<file path="config.mk">
export PLATFORM = sky130hd
export DESIGN_NAME = fifo_write_ctrl_flat
export DESIGN_NICKNAME = d
export VERILOG_FILES = /design/src/rtl/fifo_write_ctrl_if.sv /design/src/rtl/fifo_write_ctrl.sv /design/src/flat_wrapper.sv
export SDC_FILE = /design/constraint.sdc
export NUM_CORES = 1
export LEC_CHECK = 0
export BUFFER_PORTS_ARGS = -buffer_cell sky130_fd_sc_hd__clkbuf_2
export CORE_MARGIN = 5
export CORE_UTILIZATION = 51
export DETAILED_ROUTE_END_ITERATION = 8
export GPL_ROUTABILITY_DRIVEN = 0
export PLACE_DENSITY_LB_ADDON = 0.08
export RECOVER_POWER = 50
export SLEW_MARGIN = 20
export SYNTH_ARGS = -nofsm -noshare
export SYNTH_HDL_FRONTEND = slang
export SYNTH_SLANG_ARGS = --single-unit
</file>
<file path="constraint.sdc">
create_clock -name clk -period 3.6 [get_ports clk]
set_input_delay 0.18 -clock clk [delete_from_list [all_inputs] [get_ports clk]]
set_output_delay 0.18 -clock clk [all_outputs]
set_load 0.1 [all_outputs]
</file>
<file path="src/rtl/fifo_write_ctrl_if.sv">
// Producer-side valid/ready write handshake into the FIFO write controller.
interface fifo_write_ctrl_if #(
  parameter int DATA_WIDTH = 8
);
  logic                  wr_valid;
  logic [DATA_WIDTH-1:0] wr_data;
  logic                  wr_ready;

  // Producer side: offers words, observes ready.
  modport master (
    output wr_valid,
    output wr_data,
    input  wr_ready
  );

  // Controller side: accepts words, drives ready.
  modport slave (
    input  wr_valid,
    input  wr_data,
    output wr_ready
  );
endinterface

</file>
<file path="src/rtl/fifo_write_ctrl.sv">
// Write-side pointer and handshake controller for the async FIFO.
// Owns the binary/Gray write pointer, drives the memory write port and
// computes the write-side fill level against the synchronized read pointer.
module fifo_write_ctrl #(
  parameter int WIDTH        = 4,
  parameter int DATA_WIDTH   = 8,
  parameter int AFULL_THRESH = 12
) (
  input  logic                  clk,
  input  logic                  rst,
  fifo_write_ctrl_if.slave      wr_if,
  input  logic                  full,
  input  logic [WIDTH:0]        rd_ptr,
  output logic [WIDTH:0]        wr_ptr,
  output logic                  mem_we,
  output logic [WIDTH-1:0]      mem_waddr,
  output logic [DATA_WIDTH-1:0] mem_wdata,
  output logic [WIDTH:0]        wr_count,
  output logic                  almost_full
);

  localparam logic [WIDTH:0] AFULL_LVL = (WIDTH+1)'(AFULL_THRESH);

  logic [WIDTH:0]        wbin_q, wbin_d;
  logic [WIDTH:0]        wr_ptr_q, wr_ptr_d;
  logic                  mem_we_q, mem_we_d;
  logic [WIDTH-1:0]      mem_waddr_q, mem_waddr_d;
  logic [DATA_WIDTH-1:0] mem_wdata_q, mem_wdata_d;
  logic [WIDTH:0]        wr_count_q, wr_count_d;
  logic                  almost_full_q, almost_full_d;

  logic [WIDTH:0]        rbin;
  logic                  full_now;
  logic                  accept;

  // Local full from our own registered pointer; the handler's full lags a cycle.
  assign full_now = (wr_ptr_q == {~rd_ptr[WIDTH:WIDTH-1], rd_ptr[WIDTH-2:0]});

  assign wr_if.wr_ready = ~rst & ~full & ~full_now;
  assign accept         = wr_if.wr_valid & wr_if.wr_ready;

  // Gray-to-binary of the synchronized read pointer: bit i is the XOR of bits >= i.
  always_comb begin
    rbin = '0;
    for (int i = 0; i <= WIDTH; i++) begin
      rbin[i] = ^(rd_ptr >> i);
    end
  end

  // Next-state: pointer advance, memory port capture and fill level.
  always_comb begin
    wbin_d      = wbin_q;
    wr_ptr_d    = wr_ptr_q;
    mem_we_d    = 1'b0;
    mem_waddr_d = mem_waddr_q;
    mem_wdata_d = mem_wdata_q;
    if (accept) begin
      wbin_d      = wbin_q + 1'b1;
      wr_ptr_d    = wbin_d ^ (wbin_d >> 1);
      mem_we_d    = 1'b1;
      mem_waddr_d = wbin_q[WIDTH-1:0];
      mem_wdata_d = wr_if.wr_data;
    end
    // Modulo subtraction keeps the count correct across pointer wrap.
    wr_count_d    = wbin_d - rbin;
    almost_full_d = (wr_count_d >= AFULL_LVL);
  end

  // Register all state; async reset clears outputs immediately.
  always_ff @(posedge clk or posedge rst) begin
    if (rst) begin
      wbin_q        <= '0;
      wr_ptr_q      <= '0;
      mem_we_q      <= 1'b0;
      mem_waddr_q   <= '0;
      mem_wdata_q   <= '0;
      wr_count_q    <= '0;
      almost_full_q <= 1'b0;
    end else begin
      wbin_q        <= wbin_d;
      wr_ptr_q      <= wr_ptr_d;
      mem_we_q      <= mem_we_d;
      mem_waddr_q   <= mem_waddr_d;
      mem_wdata_q   <= mem_wdata_d;
      wr_count_q    <= wr_count_d;
      almost_full_q <= almost_full_d;
    end
  end

  assign wr_ptr      = wr_ptr_q;
  assign mem_we      = mem_we_q;
  assign mem_waddr   = mem_waddr_q;
  assign mem_wdata   = mem_wdata_q;
  assign wr_count    = wr_count_q;
  assign almost_full = almost_full_q;

endmodule

</file>
<file path="src/flat_wrapper.sv">
// flat-port wrapper written by rule: the top's interface ports become plain ports
module fifo_write_ctrl_flat 
#(
  parameter int WIDTH        = 4,
  parameter int DATA_WIDTH   = 8,
  parameter int AFULL_THRESH = 12
)
  (clk, rst, full, rd_ptr, wr_ptr, mem_we, mem_waddr, mem_wdata, wr_count, almost_full, wr_if_wr_valid, wr_if_wr_data, wr_if_wr_ready);
  fifo_write_ctrl_if #(.DATA_WIDTH(DATA_WIDTH)) wr_if_i ();
  input  logic clk;
  input  logic rst;
  input  logic full;
  input  logic [WIDTH:0] rd_ptr;
  output logic [WIDTH:0] wr_ptr;
  output logic mem_we;
  output logic [WIDTH-1:0] mem_waddr;
  output logic [DATA_WIDTH-1:0] mem_wdata;
  output logic [WIDTH:0] wr_count;
  output logic almost_full;
  input wire logic [$bits(wr_if_i.wr_valid)-1:0] wr_if_wr_valid;
  input wire logic [$bits(wr_if_i.wr_data)-1:0] wr_if_wr_data;
  output wire logic [$bits(wr_if_i.wr_ready)-1:0] wr_if_wr_ready;
  assign wr_if_i.wr_valid = wr_if_wr_valid;
  assign wr_if_i.wr_data = wr_if_wr_data;
  assign wr_if_wr_ready = wr_if_i.wr_ready;
  fifo_write_ctrl #(.WIDTH(WIDTH), .DATA_WIDTH(DATA_WIDTH), .AFULL_THRESH(AFULL_THRESH)) u_core (.clk(clk), .rst(rst), .wr_if(wr_if_i), .full(full), .rd_ptr(rd_ptr), .wr_ptr(wr_ptr), .mem_we(mem_we), .mem_waddr(mem_waddr), .mem_wdata(mem_wdata), .wr_count(wr_count), .almost_full(almost_full));
endmodule
</file>
==> results of run 1 <==
## worst register-to-register path, delay by kind of cell, from the launching register on
kind	cells	cell delay, ns
adders and majority gates	1	0.36
DFF	1	0.42
and+or+nand+nor	3	0.36
AOI/OAI and AO/OA	3	0.54
xor gates and xnor gates	4	0.69
buffers and inverters	1	0.32
## flip-flops by register name (all words and copies together), names as in the netlist
name	flops
u_core.almost_full	1
u_core.mem_waddr	4
u_core.mem_wdata	8
u_core.mem_we	1
u_core.wbin_q	5
u_core.wr_count	5
u_core.wr_ptr	5
## Yosys cell counts (3+ instances only)
| library cell | number |
|---|---|
| ha_1 | 5 |
| nand2_1 | 9 |
| nor2b_1 | 3 |
| mux2_2 | 12 |
| dfrtp_1 | 29 |
| inv_1 | 8 |
| xor2_1 | 11 |
| o21ai_0 | 6 |
| xnor2_1 | 13 |
| a21oi_1 | 3 |
| nor2_1 | 7 |
## per-stage QoR
step / setup WS (ns) / cells
floorplan: 0.0796 / 126
global placement: 0.902 / 196
detailed placement: 0.815 / 196
CTS: 0.817 / 204
global route: 0.571 / 205
finish: 0.821 / 205
## timing repair
action | 4_1_cts | 5_1_grt
hold buffers | 0 | 1
endpoints found under the setup margin | 0 | 0
gates resized for setup | 0 | 0
hold endpoints to repair | 0 | 22
## area by class of cell
class / instances / share of cell area [%]
Sequential cell: 29 / 41.5
Clock buffer: 6 / 2.36
Multi-Input combinational cell: 86 / 39.8
Timing Repair Buffer: 43 / 11.8
Inverter: 8 / 1.72
Tap cell: 31 / 2.22
Clock inverter: 2 / 0.573
## per-layer routing
layer  part of all wire, %  GRT usage (%)  vias up
met5                     0              0        -
met4                   2.1           6.49        0
met3                   7.5           6.83        8
met2                    48           26.1       35
met1                    43           19.3      511
li1                      -              -      512
## final timing paths
path,start,endpoint,depth (start not counted)
worst max-delay path,u_core.wr_ptr[4],u_core.almost_full,12
worst min-delay path,wr_if_wr_data[4],u_core.mem_wdata[4],2
worst max register to register,u_core.wr_ptr[4],u_core.almost_full,12
worst min register to register,u_core.mem_wdata[1],u_core.mem_wdata[1],1
max in group asynchronous,rst,u_core.mem_wdata[0],3
min in group asynchronous,rst,u_core.wr_count[3],3
## kinds of logic after synthesis
| family | after synthesis |
|---|---|
| DFF | 29 |
| AOI/OAI and AO/OA | 16 |
| xor gates and xnor gates | 25 |
| adders and majority gates | 6 |
| and+or+nand+nor | 26 |
| muxes | 13 |
| buffers and inverters | 11 |
==> metrics.md, run 1 <==
| Metric | Value |
|---|---|
| Final net count | `196` |
| Net Count, Synth | `149` |
| Drt pass-1 iters | `4` |
| Post-synthesis compound-gate area fraction | `7.65%` |
| CP max-delay cell | `dfrtp_1` |
| Violation count after the first detailed-route iteration | `62` |
| Row Count | `19` |
| Final cycle utilization of the critical path | `77.2%` |
| Placed cell areas | `0.00170 mm^2` |
| Sink Count | `29` |
| Worst Path Required | `3.84 ns` |
| HPWL after detailed placement | `2200 um` |
| Synth top area cells | `dfrtp_1 (49%), mux2_2 (9.2%), xnor2_1 (7.7%)` |
| Final Util | `63.4%` |
| ANT nets after route | `0` |
| Design area | `0.00175 mm^2` |
| Status | `complete, no violations` |
| Cts bufs inserted | `5` |
| Post-synth EDFFs | `0` |
| CP Buf/Inv Count | `1` |
| Top-area cell type share of the netlist area | `49.3%` |
| DR vias/cell | `5.20` |
| Antenna violations before repair | `0` |
| CTS H-tree depth | `2` |
| Commonest cells after routing, fill and taps aside | `dfrtp_1 (29), clkbuf_2 (28), clkbuf_1 (14)` |
| Max clock buf depth | `2` |
| Antenna Cells | `0` |
| CTS clk-pin slew, worst paths | `0.10 ns` |
| Post-CTS Setup Inserts | `0` |
| Share of cells above drive strength 1 | `29.9%` |
| Seq/Total Area, Yosys | `49.3%` |
| Largest family of logic cells by synthesized area | `XOR/XNOR gates` |
| First-pass GRT wire length | `5160 um` |
| Worst-skew pair later-pin latency | `0.33 ns` |
| Synth Instances | `126` |
| Clock Skew | `0.0105 ns` |
| Worst hold margin | `0.0757 ns` |
| Slew @ Worst Pin | `1.17 ns` |
| Crit-path max FO | `21` |
| Post-synthesis area per instance | `11.7 um^2` |
| Worst rel slew slack | `22.5%` |
| Commonest non-fill, non-tap cell in the layout | `dfrtp_1` |
| TritonCTS clock tree | `yes` |
| Simple-gate share of the synthesized area | `8.75%` |
| # DRC | `0` |
| Starting Density | `53.4%` |
| Post-Synth Adder-Cell Area | `5.61%` |
| Die width | `63.7 um` |
| Area occupied by multi-input gates | `696 um^2` |
| Final Critical Period | `2.78 ns` |
| # fillers | `250` |
| Final WL | `2830 um` |
| Slew Viols, Final | `0` |
| Die area | `0.00406 mm^2` |
| Post-synth ARST share | `100%` |
| Largest net degree at the start of global routing | `30` |
| Worst setup path category | `reg2reg` |
| # setup viols final | `0` |
| Flop-to-flop setup slack | `0.82 ns` |
| Worst EP arrival | `3.02 ns` |
| Setup TNS | `0 ns` |
| Worst path max stage delay | `0.42 ns` |
| Worst setup EP type | `flip-flop` |
| PortBufs | `41` |
| Startpoint type of the worst setup path | `flip-flop` |
| Area grow syn2layout | `18.7%` |
| Worst hold path type | `in2reg` |
| Mapped Area | `0.00147 mm^2` |
| Mux contribution to synthesized area | `9.86%` |
| Core area | `0.00276 mm^2` |
| Max frequency | `360 MHz` |
| Warnings, synthesis | `0` |
| Die Span Y | `63.7 um` |
| Buffer type at the clock tree root | `clkbuf_4` |
| Cell taking the most area after synthesis | `dfrtp_1` |
| Number of global-route vias before repair | `1160` |
| Synth cell types | `28` |
| GRT Residual Overflow | `0` |
| Gr usage total | `16.3%` |
| Top FF cell, synth | `dfrtp_1` |
| DR WL/cell | `13.8 um` |
| Max Cap Viol | `0` |
| I/O Pins | `42` |
| Total number of vias | `1066` |
| Worst path top cell family by delay | `XOR/XNOR gates` |
| Final Hold Fails | `0` |
| RSZ-0062 raised after global routing | `false` |
| Flops & latches, synth | `29` |
| Worst path cell trace | `xor2_1 > nand3_2 > o211ai_4 > buf_4 > nor2_1 > xor2_1 > ha_1 > nor2_1 > a21oi_1 > xnor2_1 > xnor2_1 > a21o_1` |
| Register area | `726 um^2` |
| XOR/XNOR Fraction of Synth Area | `15.4%` |
Power of run 1 is left out: the tool's default activity adds up to more than one toggle a clock period on the data nets, which glitch-free logic cannot reach.
==> run 2, diff against run 1 <==
ABC_AREA = 1   (was default)
clock period = 2.6 ns   (was 3.6 ns; I/O delays follow)
==> metrics.md, run 2 <==
| Metric | Value |
|---|---|
| Largest family of logic cells by synthesized area | `simple AND/OR/NAND/NOR gates` |
| Worst path cell trace | `inv_2 > nand2_2 > nand2_2 > nor2_2 > nand3_2 > nand3_4 > nor2_4 > inv_2 > nand2_2 > inv_2 > ha_4 > fa_2 > inv_2 > nand2_2 > nand2_2 > a21oi_2 > inv_1 > nand2_1 > nand2_1 > inv_1 > nand3_2 > nand3_2` |
| Largest register FFs | `8` |
| Top-area cell type share of the netlist area | `49.6%` |
| Gr usage total | `17.2%` |
| Worst setup EP type | `flip-flop` |
| PortBufs | `41` |
| Failing checks | `max-capacitance violations, max-slew violations` |
| Max Cap Viol | `1` |
| Largest net degree at the start of global routing | `30` |
| Worst Path Required | `2.81 ns` |
| Crit path launch | `u_core.wr_ptr[4]` |
| Core area | `0.00276 mm^2` |
| Final Hold Fails | `0` |
| CTS H-tree depth | `2` |
| Slew Viols, Final | `30` |
| Worst path max stage delay | `0.51 ns` |
| Mapped Area | `0.00146 mm^2` |
| Area grow syn2layout | `33.5%` |
| Critical Path Most Common Cell | `nand2_2` |
| Cell taking the most area after synthesis | `dfrtp_1` |
| Die width | `63.6 um` |
| Seq/Total Area, Yosys | `49.6%` |
| Cts bufs inserted | `5` |
| Max frequency | `405 MHz` |
| Post-synthesis area per instance | `8.60 um^2` |
| Commonest cells in the netlist | `nand2_1 (66), dfrtp_1 (29), inv_1 (22), nand3_1 (6)` |
| Total number of vias | `1252` |
| Post-synth ARST share | `100%` |
| Clock Skew | `0.0180 ns` |
| # DRC | `0` |
| Worst hold start | `wr_if_wr_data[3]` |
| Row Count | `19` |
| Synth Instances | `170` |
| Simple-gate share of the synthesized area | `22.9%` |
| Final Critical Period | `2.47 ns` |
| Synth cell types | `22` |
| Most common cell in the synthesized netlist | `nand2_1` |
| Status | `finished, violations left` |
| Die area | `0.00404 mm^2` |
| Final WS setup | `0.131 ns` |
| Warnings, synthesis | `0` |
| # setup viols final | `0` |
| HPWL after detailed placement | `2360 um` |
| Worst setup path category | `reg2reg` |
| Worst EP arrival | `2.68 ns` |
| Worst hold path type | `in2reg` |
| CTS clk-pin slew, worst paths | `0.10 ns` |
| DR WL/cell | `12.1 um` |
| Slew @ Worst Pin | `1.56 ns` |
| Top FF cell, synth | `dfrtp_1` |
| Dpl ws | `-0.0320 ns` |
| First-pass GRT wire length | `5450 um` |
| ANT nets after route | `0` |
| I/O Pins | `42` |
| Commonest non-fill, non-tap cell in the layout | `nand2_1` |
| Share of cells above drive strength 1 | `34.5%` |
| Final cycle utilization of the critical path | `95.0%` |
| Antenna violations before repair | `0` |
| # fillers | `242` |
| Post-synth EDFFs | `0` |
| Startpoint type of the worst setup path | `flip-flop` |
| Buffer type at the clock tree root | `clkbuf_4` |
| DR vias/cell | `4.76` |
| Worst-skew pair later-pin latency | `0.33 ns` |
| Final Util | `70.8%` |
| Synth top area cells | `dfrtp_1 (50%), nand2_1 (17%), inv_1 (5.6%)` |
| Max clock buf depth | `2` |
| Violation count after the first detailed-route iteration | `40` |
| Mux contribution to synthesized area | `0%` |
| Antenna Cells | `0` |
| Worst rel slew slack | `-3.77%` |
| RSZ-0062 raised after global routing | `true` |
| Post-Synth Adder-Cell Area | `5.65%` |
| TritonCTS clock tree | `yes` |
| Die Span Y | `63.6 um` |
| Drt pass-1 iters | `4` |
| CP max-delay cell | `dfrtp_4` |
| GRT Residual Overflow | `0` |
| Net Count, Synth | `193` |
| Crit-path max FO | `6` |
| Post-synthesis compound-gate area fraction | `5.05%` |
| Flops & latches, synth | `29` |
| XOR/XNOR Fraction of Synth Area | `8.13%` |
| Number of global-route vias before repair | `1226` |
| Starting Density | `53.0%` |
| R2r startpoint | `u_core.wr_ptr[4]` |
| Commonest cells after routing, fill and taps aside | `nand2_1 (60), clkbuf_2 (29), dfrtp_1 (24)` |
| Final net count | `254` |
| Final WL | `3180 um` |
| Setup TNS | `0 ns` |
| Sink Count | `29` |
-- run 2: worst paths after layout --
kind	slack, ns	end	cells after the start
worst min-delay path	0.008	u_core.mem_wdata[3]	3
worst max-delay path	0.13	u_core.almost_full	22
worst max register to register	0.13	u_core.almost_full	22
min in group asynchronous	0.87	u_core.wr_ptr[4]	4
worst min register to register	0.49	u_core.mem_wdata[3]	2
max in group asynchronous	0.61	u_core.wr_ptr[0]	4
-- run 2: through the flow --
step / cells / hold WS [ns] / cell area (um^2)
after global routing: 263 / 0.00852 / 1950
after detailed placement: 242 / 0.215 / 1730
final: 263 / 0.00828 / 1950
after CTS: 255 / 0.000697 / 1860
after global placement: 242 / 0.215 / 1730
after floorplan: 170 / 0.208 / 1490
-- run 2: cells by family after synthesis --
| family | after synthesis |
|---|---|
| flops | 29 |
| simple gates | 82 |
| xor+xnor | 11 |
| buf+inv | 29 |
| fa+ha+maj | 6 |
| compound gates | 13 |
-- run 2: final cells by class --
cell class                      count  area, um^2  share of cell area (%)
Inverter                           25        96.3                    4.93
Clock buffer                        7        65.1                    3.33
Clock inverter                      1        5.00                   0.256
Tap cell                           31        38.8                    1.99
Multi-Input combinational cell    112         674                    34.5
Sequential cell                    29         744                    38.1
Timing Repair Buffer               58         329                    16.8
-- run 2: timing repair --
| action | 4_1_cts | 5_1_grt |
|---|---|---|
| gates resized for setup | 1 | 17 |
| setup buffers | 0 | 7 |
| pin swaps | 0 | 13 |
| hold endpoints to repair | 33 | 1 |
| hold buffers | 5 | 1 |
| endpoints found under the setup margin | 2 | 2 |
-- run 2: metal layers --
metal	vias up	share of wire [%]	global-route usage (%)
li1	636	-	-
met1	577	43	20.5
met2	31	49	27.7
met3	8	6.6	7.28
met4	0	1.7	6.23
met5	-	0	0
-- run 2: critical path: cells and delay by family, from the launching register on --
family	cells	cell delay, ns
buf+inv	6	0.32
flops	1	0.51
compound gates	1	0.06
simple gates	13	0.94
fa+ha+maj	2	0.51
Power of run 2 is left out for the same reason.
